===== config.mk =====
export PLATFORM = sky130hd
export DESIGN_NAME = sum_avg_divider
export DESIGN_NICKNAME = d
export VERILOG_FILES = /design/src/rtl/sum_avg_divider_pkg.sv /design/src/rtl/sum_avg_divider_sub_const_stage.sv /design/src/rtl/sum_avg_divider.sv
export SDC_FILE = /design/constraint.sdc
export NUM_CORES = 1
export LEC_CHECK = 0
export CORE_UTILIZATION = 55
export DETAILED_ROUTE_END_ITERATION = 6
export PLACE_DENSITY = 0.83
export SETUP_SLACK_MARGIN = 0.05
export SLEW_MARGIN = 5
export SYNTH_ARGS = -nofsm -noshare
export SYNTH_HDL_FRONTEND = slang
export SYNTH_SLANG_ARGS = --single-unit

===== constraint.sdc =====
create_clock -name clk -period 2.4 [get_ports clk]
set_input_delay 0.48 -clock clk [delete_from_list [all_inputs] [get_ports clk]]
set_output_delay 0.48 -clock clk [all_outputs]
set_load 0.02 [all_outputs]

===== src/rtl/sum_avg_divider_pkg.sv =====
// Shared constants for the five-operand adder / average divider chain:
// operand, sum and remainder widths, the divisor, and the FSM encoding.
package sum_avg_divider_pkg;

  localparam int N_OPS = 5;
  localparam int OP_W  = 4;
  localparam int SUM_W = 6;
  localparam int REM_W = 3;

  localparam logic [1:0] ST_IDLE = 2'b00;
  localparam logic [1:0] ST_SUB  = 2'b01;
  localparam logic [1:0] ST_DONE = 2'b10;

  // Largest quotient representable in w bits; results beyond it saturate.
  function automatic int sat_limit(input int w);
    return (1 << w) - 1;
  endfunction

endpackage


===== src/rtl/sum_avg_divider_sub_const_stage.sv =====
// Combinational compare-and-subtract of a W-bit unsigned value against
// the constant divisor. The caller uses diff only when ge is set, so the
// subtraction never underflows in practice.
module sub_const_stage #(
  parameter int W     = 7,
  parameter int N_OPS = 5
) (
  input  logic [W-1:0] a,
  output logic         ge,
  output logic [W-1:0] diff
);

  localparam logic [W-1:0] N_VAL = W'(N_OPS);

  assign ge   = (a >= N_VAL);
  assign diff = a - N_VAL;

endmodule


===== src/rtl/sum_avg_divider.sv =====
// Sequential divide-by-N_OPS unit: recovers the per-operand average and
// remainder from the five-operand adder's {carry_out, sum} by repeated
// subtraction. The quotient saturates at 2^OP_W-1 and flags ovf.
module sum_avg_divider
  import sum_avg_divider_pkg::*;
#(
  parameter int N_OPS = sum_avg_divider_pkg::N_OPS,
  parameter int OP_W  = sum_avg_divider_pkg::OP_W,
  parameter int SUM_W = sum_avg_divider_pkg::SUM_W,
  parameter int REM_W = sum_avg_divider_pkg::REM_W
) (
  input  logic             clk,
  input  logic             reset,
  input  logic             start,
  input  logic [SUM_W-1:0] sum,
  input  logic             carry_in,
  output logic [OP_W-1:0]  quotient,
  output logic [REM_W-1:0] remainder,
  output logic             busy,
  output logic             done,
  output logic             ovf
);

  localparam logic [OP_W-1:0] CNT_MAX = OP_W'(sat_limit(OP_W));

  logic [1:0]       state;
  logic [SUM_W:0]   work;
  logic [OP_W-1:0]  cnt;
  logic             work_ge;
  logic [SUM_W:0]   work_diff;
  logic [SUM_W:0]   dividend;

  assign dividend = {carry_in, sum};

  sub_const_stage #(
    .W     (SUM_W + 1),
    .N_OPS (N_OPS)
  ) u_sub (
    .a    (work),
    .ge   (work_ge),
    .diff (work_diff)
  );

  // Control: state sequencing plus registered busy/done decodes of the next state.
  always_ff @(posedge clk or posedge reset) begin
    if (reset) begin
      state <= ST_IDLE;
      busy  <= 1'b0;
      done  <= 1'b0;
    end else begin
      busy <= 1'b0;
      done <= 1'b0;
      case (state)
        ST_IDLE: begin
          if (start) begin
            state <= ST_SUB;
            busy  <= 1'b1;
          end
        end
        ST_SUB: begin
          busy <= 1'b1;
          if (!work_ge || (cnt == CNT_MAX)) begin
            state <= ST_DONE;
            done  <= 1'b1;
          end
        end
        ST_DONE: state <= ST_IDLE;
        default: state <= ST_IDLE;
      endcase
    end
  end

  // Datapath: capture dividend, iterate subtraction, publish results on SUB->DONE.
  always_ff @(posedge clk or posedge reset) begin
    if (reset) begin
      work      <= '0;
      cnt       <= '0;
      quotient  <= '0;
      remainder <= '0;
      ovf       <= 1'b0;
    end else begin
      case (state)
        ST_IDLE: begin
          if (start) begin
            work <= dividend;
            cnt  <= '0;
          end
        end
        ST_SUB: begin
          if (!work_ge) begin
            quotient  <= cnt;
            remainder <= work[REM_W-1:0];
            ovf       <= 1'b0;
          end else if (cnt != CNT_MAX) begin
            work <= work_diff;
            cnt  <= cnt + 1'b1;
          end else begin
            quotient  <= CNT_MAX;
            remainder <= '0;
            ovf       <= 1'b1;
          end
        end
        default: ;
      endcase
    end
  end

endmodule


==> run summary <==
synthesis-to-layout area growth - 22.0%
die height - 48.0 um
Switching Share - 0.437
worst-margin pin slew - 518 ps
H-tree depth - 1
placed cells - 156
CP bufs+invs - 2
post-cts repair resize count - 0
Synth cell types - 36
Fmax achieved - 537 MHz
post-synth net total - 124
post-synthesis sequential area ratio - 0.495
P_int - 1130 uW
vias in the first global route - 921
Root Driver - clkbuf_4
CP Launch Type - register
# port buffers - 19
overall routing resource usage - 0.260
Worst path max stage delay - 420 ps
Die W - 48.0 um
Slew Viols, Final - 0
global-route wire length before repair - 4130 um
Detailed Route WL - 2510 um
I/O Pins - 20
Post-Place Cell Area - 1390 um2
fillers - 142
combinational share of power - 0.538
clock sinks - 23
Net Switching - 880 uW
hold_buf cts - 0
initial DRC count - 19
worst-path cell chain - inv_1 -> ha_1 -> o31ai_2 -> nand3_4 -> nand2_4 -> inv_4 -> mux2_4
post-route cell area - 1420 um2
critical path class - reg -> reg
die area - 2300 um2
worst clock skew - 4.86 ps
cell with the most instances after synthesis - dfrtp_1
# Post-CTS Setup Buffers - 0
top cells by area, synth - dfrtp_1 (50%), o21ai_0 (3.9%), ha_1 (3.2%)
largest net degree at the start of global routing - 24
maxcap violations - 0
Cells after Synth - 111
Req. time, crit path - 2600 ps
Vias/cell - 5.84
Reg2Reg Depth - 7
multi-input logic area - 537 um2
r2r endpoint - cnt[0]
CTS Buf Count - 3
drt wl/cell - 15.7 um
post-DP HPWL - 1850 um
fin crit share - 0.776
# rows - 16
Pleak - 0.000630 uW
post-synthesis async set-or-reset flop share - 1.00
Tmin final - 1860 ps
initial antenna violation count - 0
final setup TNS - 0 ps
Antenna Cells - 0
worst reg-to-reg setup slack - 540 ps
CTS clock-pin slew for the worst setup and hold paths - 130 ps
dominant synthesized flop cell - dfrtp_1
sequential power share - 0.373
Total Power - 2010 uW
R2R Path Start - work[1]
Pwr Density - 1420 nW/um2
Peak VDD IR - 881 uV
Vias - 934
RSZ-0062 raised after global routing - false
Final Hold Vio Count - 0
post-synthesis register bit count - 23
crit path DAT - 2060 ps
drt drc - 0
register area - 576 um2
CTS tree - yes
Max FO, Critical Path - 10
syn_area_per_cell - 10.5 um2
status - finished clean
Final #Nets - 147
starting density of the core - 0.586
Placer Congestion - 0.817
Final setup viols - 0
Synth Cell Area - 1160 um2
element type at the critical path end - register
area share of the largest cell type after synthesis - 0.495
layout cell share with drive strength beyond 1 - 0.135
Clock Power Share - 0.089
Rel. slew slack - 0.651
delay-heaviest family, CP - flip-flops
Hold Crit Class - in -> async
Detail Route Antenna Nets - 0
Synth warnings - 0
Post-synth EDFFs - 0
Floorplan Core Area - 1980 um2
clock latency on the worst-skew pair - 300 ps
TritonRoute pass-1 iters - 4
final non-filler cell total - 160
Critical-path top delay cell - dfrtp_1
Max clock buf depth - 2
GRT overflow - 0
leading area contributor after synthesis - dfrtp_1
most frequent cells after synthesis - dfrtp_1 (23), o21ai_0 (9), nand2_1 (8)
per-layer routing:
| layer | vias up | GRT usage | part of all wire | wire length [um] |
|---|---|---|---|---|
| met4 | 0 | 0.0944 | 0.0036 | 9 |
| met2 | 27 | 0.414 | 0.51 | 1270 |
| met3 | 2 | 0.0415 | 0.033 | 82 |
| met5 | - | 0 | 0 | 0 |
| li1 | 453 | - | - | - |
| met1 | 452 | 0.359 | 0.46 | 1150 |
worst reg2reg max path, stage by stage, from the launching register on:
cell,delay [ps]
dfrtp_1,420
inv_1,90
ha_1,190
o31ai_2,330
nand3_4,220
nand2_4,160
inv_4,60
mux2_4,290
final cells by class:
class,instances,area share
Clock buffer,4,0.0185
Tap cell,27,0.0238
Timing Repair Buffer,22,0.150
Sequential cell,23,0.406
Inverter,8,0.0229
Multi-Input combinational cell,76,0.379
through the flow:
step | hold WS, ps | utilization | setup WS [ps]
6_report | 506 | 0.715 | 538
5_1_grt | 545 | 0.715 | 422
4_1_cts | 512 | 0.715 | 552
3_5_place_dp | 493 | 0.702 | 344
3_3_place_gp | 493 | 0.702 | 401
2_1_floorplan | 482 | - | 747
registers in the layout, summed over array words and instances, names as in the netlist:
signal / flops
remainder: 3
ovf: 1
done: 1
work: 7
cnt: 4
state: 2
quotient: 4
busy: 1
power by group through the flow:
stage	clock, uW	sequential [uW]	combinational [uW]
after global placement	0	745	1040
after CTS	181	747	1080
final	179	752	1080
after floorplan	0	803	677
after global routing	201	777	1210
after detailed placement	0	754	1080
logic make-up after synthesis:
kind of cell,after synthesis,synth area share
AOI/OAI and AO/OA,37,0.224
and+or+nand+nor,34,0.184
DFF,23,0.495
buffers and inverters,12,0.0431
adders and majority gates,3,0.0323
muxes,2,0.0215
how the worst max path moves through the flow:
stage | end | cells past startpoint | startpoint | slack [ps]
6_report | cnt[0] | 7 | work[1] | 540
5_1_grt | cnt[0] | 7 | work[1] | 420
4_1_cts | cnt[0] | 7 | work[1] | 550
3_5_place_dp | cnt[0] | 6 | start | 340
3_3_place_gp | cnt[0] | 6 | start | 400
2_1_floorplan | cnt[0] | 7 | work[1] | 750
placed cells by master, fill, tap and decap left out, drive strengths merged, types with 2 or more instances in the layout:
master / Yosys / routed
a21oi: 7 / 7
a22o: 3 / 3
a22oi: 2 / 2
a2bb2oi: 2 / 2
a31o: 3 / 3
a31oi: 2 / 2
and2: 2 / 2
and3: 3 / 3
buf: 2 / 3
clkbuf: 2 / 4
clkdlybuf4s50: 0 / 19
dfrtp: 23 / 23
ha: 3 / 3
inv: 8 / 8
nand2: 9 / 9
nand4: 4 / 4
nor2: 7 / 7
nor2b: 2 / 2
nor4: 2 / 2
o21ai: 10 / 10
o22a: 2 / 2
o2bb2ai: 2 / 2
(Power assumes the default switching activity.)
